<file path="src/rtl/tx_arbiter.sv">
`default_nettype none
// ============================================================================
// Module   : tx_arbiter
// Purpose  : Two-source serial transmit controller. A round-robin arbiter
//            chooses between two byte requesters. The module latches the
//            winning byte into an 11-bit frame (start, 8 data bits LSB-first,
//            parity, stop) and shifts the frame onto txd one bit per baud
//            tick.
// Ports    : clk, rst          - system clock, synchronous active-high reset
//            en                - one-cycle baud tick
//            req1/req2         - level requests; data1/data2 - offered bytes
//            gnt1/gnt2         - one-cycle grant pulses (byte latched)
//            txd               - serial line, idles high
//            busy              - grant through end of frame
//            done              - one-cycle pulse after the stop bit period
//            owner             - 0 = source 1, 1 = source 2 (current/last frame)
//            bit_idx           - index of the frame bit on txd (debug)
// Revision : 1.0 - initial release
// ============================================================================
module tx_arbiter #(
    parameter bit PARITY_ODD = 1'b0
) (
    input  logic       clk,
    input  logic       rst,
    input  logic       en,
    input  logic       req1,
    input  logic       req2,
    input  logic [7:0] data1,
    input  logic [7:0] data2,
    output logic       gnt1,
    output logic       gnt2,
    output logic       txd,
    output logic       busy,
    output logic       done,
    output logic       owner,
    output logic [3:0] bit_idx
);

    localparam logic [1:0] c_IDLE     = 2'd0;
    localparam logic [1:0] c_WAIT     = 2'd1;
    localparam logic [1:0] c_SEND     = 2'd2;
    localparam logic [3:0] c_LAST_BIT = 4'd10;

    logic [1:0]  r_state;
    logic [10:0] r_frame;
    logic        r_txd;
    logic        r_busy;
    logic        r_gnt1;
    logic        r_gnt2;
    logic        r_done;
    logic        r_owner;
    logic [3:0]  r_bit_idx;

    logic [1:0]  w_state_nxt;
    logic [10:0] w_frame_nxt;
    logic        w_txd_nxt;
    logic        w_busy_nxt;
    logic        w_gnt1_nxt;
    logic        w_gnt2_nxt;
    logic        w_done_nxt;
    logic        w_owner_nxt;
    logic [3:0]  w_bit_idx_nxt;

    logic        w_any_req;
    logic        w_pick2;
    logic [7:0]  w_sel_data;
    logic [10:0] w_frame_new;
    logic [3:0]  w_bit_idx_inc;

    // Source 2 wins when it is the only requester, or on a tie when source 1
    // owned the previous frame (owner == 0).
    assign w_any_req     = req1 | req2;
    assign w_pick2       = req2 & (~req1 | ~r_owner);
    assign w_sel_data    = w_pick2 ? data2 : data1;
    assign w_frame_new   = {1'b1, (^w_sel_data) ^ PARITY_ODD, w_sel_data, 1'b0};
    assign w_bit_idx_inc = r_bit_idx + 4'd1;

    // ------------------------------------------------------------------
    // State and output registers
    // ------------------------------------------------------------------
    always_ff @(posedge clk) begin
        if (rst) begin
            r_state   <= c_IDLE;
            r_frame   <= 11'h7FF;
            r_txd     <= 1'b1;
            r_busy    <= 1'b0;
            r_gnt1    <= 1'b0;
            r_gnt2    <= 1'b0;
            r_done    <= 1'b0;
            r_owner   <= 1'b1;
            r_bit_idx <= 4'd0;
        end else begin
            r_state   <= w_state_nxt;
            r_frame   <= w_frame_nxt;
            r_txd     <= w_txd_nxt;
            r_busy    <= w_busy_nxt;
            r_gnt1    <= w_gnt1_nxt;
            r_gnt2    <= w_gnt2_nxt;
            r_done    <= w_done_nxt;
            r_owner   <= w_owner_nxt;
            r_bit_idx <= w_bit_idx_nxt;
        end
    end

    // ------------------------------------------------------------------
    // Next-state logic
    // ------------------------------------------------------------------
    always_comb begin
        w_state_nxt = r_state;
        case (r_state)
            c_IDLE: if (w_any_req) w_state_nxt = c_WAIT;
            c_WAIT: if (en)        w_state_nxt = c_SEND;
            c_SEND: if (en && (r_bit_idx == c_LAST_BIT)) w_state_nxt = c_IDLE;
            default:               w_state_nxt = c_IDLE;
        endcase
    end

    // ------------------------------------------------------------------
    // Output logic: computes the next value of every registered output.
    // Grant and done are pulses, so they default low each cycle.
    // ------------------------------------------------------------------
    always_comb begin
        w_frame_nxt   = r_frame;
        w_txd_nxt     = r_txd;
        w_busy_nxt    = r_busy;
        w_gnt1_nxt    = 1'b0;
        w_gnt2_nxt    = 1'b0;
        w_done_nxt    = 1'b0;
        w_owner_nxt   = r_owner;
        w_bit_idx_nxt = r_bit_idx;
        case (r_state)
            c_IDLE: begin
                w_txd_nxt  = 1'b1;
                w_busy_nxt = 1'b0;
                if (w_any_req) begin
                    w_frame_nxt = w_frame_new;
                    w_owner_nxt = w_pick2;
                    w_gnt1_nxt  = ~w_pick2;
                    w_gnt2_nxt  = w_pick2;
                    w_busy_nxt  = 1'b1;
                end
            end
            c_WAIT: begin
                // A tick landing on the grant edge is seen while still in
                // IDLE, so the start bit always waits for a later tick.
                if (en) begin
                    w_bit_idx_nxt = 4'd0;
                    w_txd_nxt     = r_frame[0];
                end
            end
            c_SEND: begin
                if (en) begin
                    if (r_bit_idx == c_LAST_BIT) begin
                        w_txd_nxt  = 1'b1;
                        w_busy_nxt = 1'b0;
                        w_done_nxt = 1'b1;
                    end else begin
                        w_bit_idx_nxt = w_bit_idx_inc;
                        w_txd_nxt     = r_frame[w_bit_idx_inc];
                    end
                end
            end
            default: begin
                w_txd_nxt  = 1'b1;
                w_busy_nxt = 1'b0;
            end
        endcase
    end

    assign gnt1    = r_gnt1;
    assign gnt2    = r_gnt2;
    assign txd     = r_txd;
    assign busy    = r_busy;
    assign done    = r_done;
    assign owner   = r_owner;
    assign bit_idx = r_bit_idx;

endmodule
`default_nettype wire

</file>
<file path="config.mk">
export PLATFORM = sky130hd
export DESIGN_NAME = tx_arbiter
export DESIGN_NICKNAME = d
export VERILOG_FILES = /design/src/rtl/tx_arbiter.sv
export SDC_FILE = /design/constraint.sdc
export NUM_CORES = 1
export LEC_CHECK = 0
export BUFFER_PORTS_ARGS = -buffer_cell sky130_fd_sc_hd__buf_2
export CORE_UTILIZATION = 40
export CTS_CLUSTER_DIAMETER = 60
export CTS_CLUSTER_SIZE = 10
export DETAILED_ROUTE_END_ITERATION = 8
export GPL_TIMING_DRIVEN = 0
export PLACE_DENSITY_LB_ADDON = 0.3
export SYNTH_ARGS = -nofsm -noshare
export SYNTH_HDL_FRONTEND = slang
export SYNTH_SLANG_ARGS = --single-unit
</file>
<file path="constraint.sdc">
create_clock -name clk -period 5.26 [get_ports clk]
set_input_delay 0.789 -clock clk [delete_from_list [all_inputs] [get_ports clk]]
set_output_delay 0.789 -clock clk [all_outputs]
set_load 0.005 [all_outputs]
</file>
==> impl_metrics.json, run 1 <==
{
  "status": "finished, final reports clean",
  "antenna_found_initial": 0,
  "synth_top_family_by_area": "compound AO/OA/AOI/OAI gates",
  "post_drt_wl_per_cell_um": 11.9,
  "reg2reg_slack_ns": 3.27,
  "switchingPower_uw": 183,
  "area_growth_pct": 17.3,
  "cts.sinks": 22,
  "synth_area_sq_mm": 0.00129,
  "leakage_nw": 0.672,
  "drt_first_iter_violations": 40,
  "synth_fp_nets": 176,
  "rows": 20,
  "top_layer_used": "met4",
  "cts_setup_buffers": 0,
  "sequentialPowerShare_pct": 44.1,
  "via_count": 1154,
  "power_density_mw_per_mm2": 336,
  "report.final.slew_viol_count": 0,
  "numCtsBuffers": 3,
  "cp-end-kind": "register",
  "nets": 210,
  "htree_levels": 1,
  "met3WireLength_um": 108,
  "critPathKind": "register to register",
  "grt.overflow.total": 0,
  "clk_latency_ns": 0.30,
  "firstDrtPassIters": 4,
  "register_area_sq_um": 440,
  "cts_buffer_depth": 2,
  "grtUsageTotal_pct": 17.8,
  "nFillCells": 321,
  "fin_tns_setup_ns": 0,
  "period_share_pct": 37.9,
  "cts_tree": "yes",
  "cell_internal_pwr_uw": 324,
  "hold_violations": 0,
  "p_clk_share_pct": 15.2,
  "vias_per_cell": 5.13,
  "yosysSeqAreaShare_pct": 34.2,
  "period_minus_slack_ns": 1.99,
  "grt_pass1_vias": 1076,
  "drv_cap": 0,
  "ios": 31,
  "die_w_um": 58.7,
  "detailed_place_hpwl_um": 2130,
  "holdWs_ns": 0.473,
  "clk_pin_slew_ns": 0.12,
  "initial_core_util_pct": 42.1,
  "ant_nets": 0,
  "dieArea_sq_mm": 0.00345,
  "drc_errors": 0,
  "syn_area_per_cell_sq_um": 8.63,
  "worstPathRequired_ns": 5.47,
  "yosys.area_share.simple_pct": 15.6,
  "met1_length_um": 1310,
  "multi_input_area_sq_um": 781,
  "cp-start-kind": "register",
  "dieHeight_um": 58.7,
  "ys_types": 33,
  "ctsResizeCount": 0,
  "numPortBuffers": 29,
  "muxShareOfSynthArea_pct": 9.34,
  "postCtsHoldBufs": 0,
  "min_path_type": "register to register",
  "fmax_ghz": 0.501,
  "setup_viol": 0,
  "antennaDiodeCount": 0,
  "grt_pass1_wl_um": 4630,
  "p_comb_share_pct": 40.7,
  "core_area_sq_mm": 0.00305,
  "switching_share_pct": 36.1,
  "rsz0062_at_grt": "false",
  "wl_met2_um": 1220,
  "ir_drop_v": 0.000144,
  "path_max_fanout": 9,
  "drive_gt1_share_pct": 22.7,
  "wirelength_um": 2680,
  "synth-compound-area-share_pct": 19.1,
  "synth_fa_ha_area_share_pct": 5.84,
  "syn_inst": 149,
  "grt_max_degree": 12,
  "slew_headroom_pct": 67.2,
  "tightest_slew_ns": 0.491,
  "root_buffer": "clkbuf_4",
  "synthXorXnorAreaFrac_pct": 10.9,
  "total_power_uw": 507,
  "ys_ff_latch": 22,
  "ys_warn_count": 0,
  "globalplace.congestion": 0.818,
  "cp.arrival_ns": 2.20,
  "worst_clock_skew_ns": 0.00401
}
[stage by stage]
stage                     instance area (sq um)  util (%)  setup WS, ns  std cells
after floorplan                            1290         -          3.48        149
after global placement                     1490      48.7          3.24        222
after detailed placement                   1490      48.7          3.23        222
after CTS                                  1510      49.4          3.27        225
after global routing                       1510      49.4          3.10        225
final                                      1510      49.4          3.27        225
[worst paths after layout]
| path | startpoint | to | cells after the start |
|---|---|---|---|
| setup reg to reg | bit_idx[0]$_SDFFE_PP0P_ | txd$_SDFFE_PP1P_ | 8 |
| hold / removal | r_frame[0]$_SDFFE_PP1P_ | r_frame[0]$_SDFFE_PP1P_ | 2 |
| setup / recovery | bit_idx[0]$_SDFFE_PP0P_ | txd$_SDFFE_PP1P_ | 8 |
| hold reg to reg | r_frame[0]$_SDFFE_PP1P_ | r_frame[0]$_SDFFE_PP1P_ | 2 |
[registers in the layout, summed over array words and instances, names as in the netlist]
register and flops:
r_frame 10, bit_idx 4, r_state 2, busy 1, done 1, gnt1 1, gnt2 1, owner 1
txd 1
[power groups by stage]
stage               registers (mW)  clock network, mW  logic, mW
floorplan                    0.224                  0      0.154
global placement             0.226                  0      0.199
detailed placement           0.229                  0      0.205
CTS                          0.224             0.0808      0.207
global route                 0.229             0.0876      0.233
finish                       0.224             0.0772      0.206
[layer usage]
metal	up-vias	track usage (%)
met5	-	0
met4	0	10.2
met3	4	3.08
met2	36	27.8
met1	524	23.1
li1	590	-
[synthesized netlist by cell type]
master / n / area (sq um)
nor3_1: 2 / 10.0
buf_2: 4 / 20.0
and3b_2: 1 / 10.0
buf_4: 2 / 15.0
a22oi_1: 1 / 7.51
or3b_1: 1 / 8.76
a2111oi_0: 2 / 17.5
and3_1: 2 / 12.5
ha_1: 6 / 75.1
nor2_1: 12 / 45.0
clkbuf_1: 2 / 7.51
a211oi_1: 2 / 15.0
xnor2_1: 12 / 105
nor2b_1: 3 / 18.8
inv_1: 6 / 22.5
nand3b_1: 1 / 7.51
nor3b_1: 1 / 7.51
nand2_1: 17 / 63.8
o41ai_1: 1 / 8.76
a211o_1: 1 / 8.76
or2_2: 1 / 6.26
dfxtp_1: 22 / 440
nand3_1: 2 / 10.0
a221oi_2: 1 / 15.0
o22a_1: 1 / 8.76
o211ai_1: 9 / 67.6
mux2i_1: 12 / 120
a21boi_0: 1 / 7.51
o21ai_0: 2 / 10.0
xor2_1: 4 / 35.0
a31oi_1: 3 / 18.8
o21ai_1: 1 / 5.00
a21oi_1: 11 / 55.1
[cell type report]
type	instances	area share, %
Timing Repair Buffer	29	9.62
Multi-Input combinational cell	113	51.7
Buffer	8	2.82
Sequential cell	22	29.2
Inverter	6	1.49
Clock buffer	3	1.49
Tap cell	44	3.65
[logic make-up after synthesis]
| kind of cell | count (synthesis) |
|---|---|
| AOI/OAI and AO/OA | 36 |
| xor gates and xnor gates | 16 |
| adders and majority gates | 6 |
| buffers and inverters | 14 |
| DFF | 22 |
| muxes | 12 |
| and+or+nand+nor | 43 |
[worst max-delay path, stage by stage (launching register included)]
cell       delay (ns)
dfxtp_1          0.49
inv_1            0.15
ha_1             0.30
buf_2            0.19
nor2b_1          0.07
a2111oi_0        0.37
a31oi_1          0.07
a31oi_1          0.19
o21ai_1          0.07
[cell usage in the layout (no fill, tap or decap), drive strengths merged, types with 2 or more instances in the layout]
| cell | n |
|---|---|
| a2111oi | 2 |
| a211oi | 2 |
| a21oi | 11 |
| a31oi | 3 |
| and3 | 2 |
| buf | 35 |
| clkbuf | 5 |
| dfxtp | 22 |
| ha | 6 |
| inv | 6 |
| mux2i | 12 |
| nand2 | 17 |
| nand3 | 2 |
| nor2 | 12 |
| nor2b | 3 |
| nor3 | 2 |
| o211ai | 9 |
| o21ai | 3 |
| xnor2 | 12 |
| xor2 | 4 |
Power figures use the tool's default switching activity.
==> run 2: changes to the inputs <==
==> constraint.sdc (replaced) <==
create_clock -name clk -period 1.6 [get_ports clk]
set_input_delay 0.24 -clock clk [delete_from_list [all_inputs] [get_ports clk]]
set_output_delay 0.24 -clock clk [all_outputs]
set_load 0.005 [all_outputs]
==> run 2 against run 1 <==
  * Critical endpoint is now r_state[1]$_SDFFE_PP0P_
  * Critical path depth decreased by 1
  * Design area increased by 6.0%
  * Via count decreased by 2.1%
  * Largest power group unchanged
  * Maximum frequency increased by 28%
  * Critical path type unchanged
  * Global-route usage decreased by 0.22 points
  * Worst hold slack got worse by 0.29 ns
==> impl_metrics.json, run 2 (synthesis results as in run 1) <==
{
  "status": "finished, final reports clean",
  "cts_buffer_depth": 2,
  "worstPathRequired_ns": 1.80,
  "reg2reg_depth": 7,
  "detailed_place_hpwl_um": 2100,
  "cts_tree": "yes",
  "leakage_nw": 0.686,
  "min_path_type": "input pin to register",
  "area_growth_pct": 24.3,
  "cts.sinks": 22,
  "drc_errors": 0,
  "top_register": "r_frame",
  "dpl.cell_count": 222,
  "numPortBuffers": 29,
  "postCtsHoldBufs": 0,
  "drv_cap": 0,
  "switchingPower_uw": 624,
  "path_max_fanout": 5,
  "ant_nets": 0,
  "period_share_pct": 97.3,
  "nets": 211,
  "grt_max_degree": 13,
  "holdWs_ns": 0.180,
  "core_area_sq_mm": 0.00305,
  "grtUsageTotal_pct": 17.5,
  "antenna_found_initial": 0,
  "ios": 31,
  "largest_reg_flops": 10,
  "via_count": 1130,
  "crit_chain": "inv_4 -> ha_4 -> and3b_2 -> nand2_1 -> a221oi_2 -> mux2i_1 -> nor2_1",
  "critPathKind": "register to register",
  "htree_levels": 1,
  "firstDrtPassIters": 4,
  "nFillCells": 310,
  "post-route-util_pct": 52.4,
  "setup_viol": 0,
  "tightest_slew_ns": 0.493,
  "cp-end-kind": "register",
  "drt_first_iter_violations": 58,
  "total_power_mw": 1.74,
  "rsz0062_at_grt": "true",
  "p_clk_share_pct": 15.5,
  "slew_headroom_pct": 67.2,
  "period_minus_slack_ns": 1.56,
  "final_cell_mix": "31 x buf_2, 19 x dfxtp_1, 17 x nand2_1",
  "worst_clock_skew_ns": 0.00355,
  "cell_internal_pwr_mw": 1.12,
  "power_density_mw_per_mm2": 1090,
  "drive_gt1_share_pct": 28.4,
  "fin_tns_setup_ns": 0,
  "cp.arrival_ns": 1.75,
  "report.final.slew_viol_count": 0,
  "dieArea_sq_mm": 0.00345,
  "clk_latency_ns": 0.31,
  "post_drt_wl_per_cell_um": 12.0,
  "cpPeakStageDelay_ns": 0.39,
  "cp-start-kind": "register",
  "critical_path.slowest_cell": "dfxtp_4",
  "grt_pass1_vias": 1076,
  "vias_per_cell": 4.98,
  "p_comb_share_pct": 41.7,
  "final_common_cell": "buf_2",
  "grt.overflow.total": 0,
  "hold_depth": 2,
  "grt_pass1_wl_um": 4600,
  "root_buffer": "clkbuf_4",
  "die_w_um": 58.7,
  "wirelength_um": 2710,
  "dieHeight_um": 58.7,
  "sequentialPowerShare_pct": 42.8,
  "globalplace.congestion": 0.810,
  "rows": 20,
  "antennaDiodeCount": 0,
  "clk_pin_slew_ns": 0.12,
  "switching_share_pct": 35.8,
  "initial_core_util_pct": 42.1,
  "hold_violations": 0,
  "fmax_ghz": 0.642,
  "ir_drop_v": 0.000563,
  "numCtsBuffers": 3,
  "final_cells": 227
}
[run 2: per-layer routing]
layer / vias to the layer above / share of wire (%) / global-route usage [%]
li1: 589 / - / -
met1: 502 / 47 / 22.0
met2: 33 / 47 / 28.4
met3: 6 / 3.9 / 2.86
met4: 0 / 2.1 / 10.2
met5: - / 0 / 0
[run 2: final timing paths]
check | start | endpoint | slack, ns
setup / recovery | bit_idx[0]$_SDFFE_PP0P_ | r_state[1]$_SDFFE_PP0P_ | 0.04
hold / removal | rst | owner$_SDFFE_PP1P_ | 0.18
setup reg to reg | bit_idx[0]$_SDFFE_PP0P_ | r_state[1]$_SDFFE_PP0P_ | 0.04
hold reg to reg | r_frame[2]$_SDFFE_PP1P_ | r_frame[2]$_SDFFE_PP1P_ | 0.49
[run 2: final cells by class]
| type | instances | area, sq um | share of cell area (%) |
|---|---|---|---|
| multi-input combinational | 113 | 846 | 52.9 |
| sequential | 22 | 447 | 27.9 |
| timing repair buffer | 31 | 160 | 10.0 |
| tap | 44 | 55.1 | 3.44 |
| buffer | 7 | 40.0 | 2.50 |
| clock buffer | 4 | 26.3 | 1.64 |
| inverter | 6 | 25.0 | 1.56 |
[run 2: per-stage QoR]
step           instance area, sq um  worst slack (ns)
2_1_floorplan                  1320            0.0556
3_3_place_gp                   1520           -0.0395
3_5_place_dp                   1520           -0.0479
4_1_cts                        1570           0.00637
5_1_grt                        1600           -0.0395
6_report                       1600            0.0428
[run 2: worst max-delay path, delay by kind of cell, from the launching register on]
kind / cells / cell delay [ns]
multiplexers: 1 / 0.21
buffers and inverters: 1 / 0.09
AO/OA/AOI/OAI: 1 / 0.27
adder cells (fa/ha/maj): 1 / 0.14
AND/OR/NAND/NOR: 3 / 0.34
flip-flops: 1 / 0.39
[run 2: power by group through the flow]
stage	clock network, mW	registers (mW)	logic, mW
after CTS	0.273	0.740	0.696
after global placement	0	0.748	0.674
after floorplan	0	0.740	0.523
after detailed placement	0	0.755	0.688
final	0.269	0.746	0.728
after global routing	0.303	0.763	0.808
[run 2: timing repair]
item	4_1_cts	5_1_grt
endpoints found under the setup margin	1	4
hold endpoints to repair	0	0
pin swaps	0	4
resized for setup	4	5
setup buffers	1	1
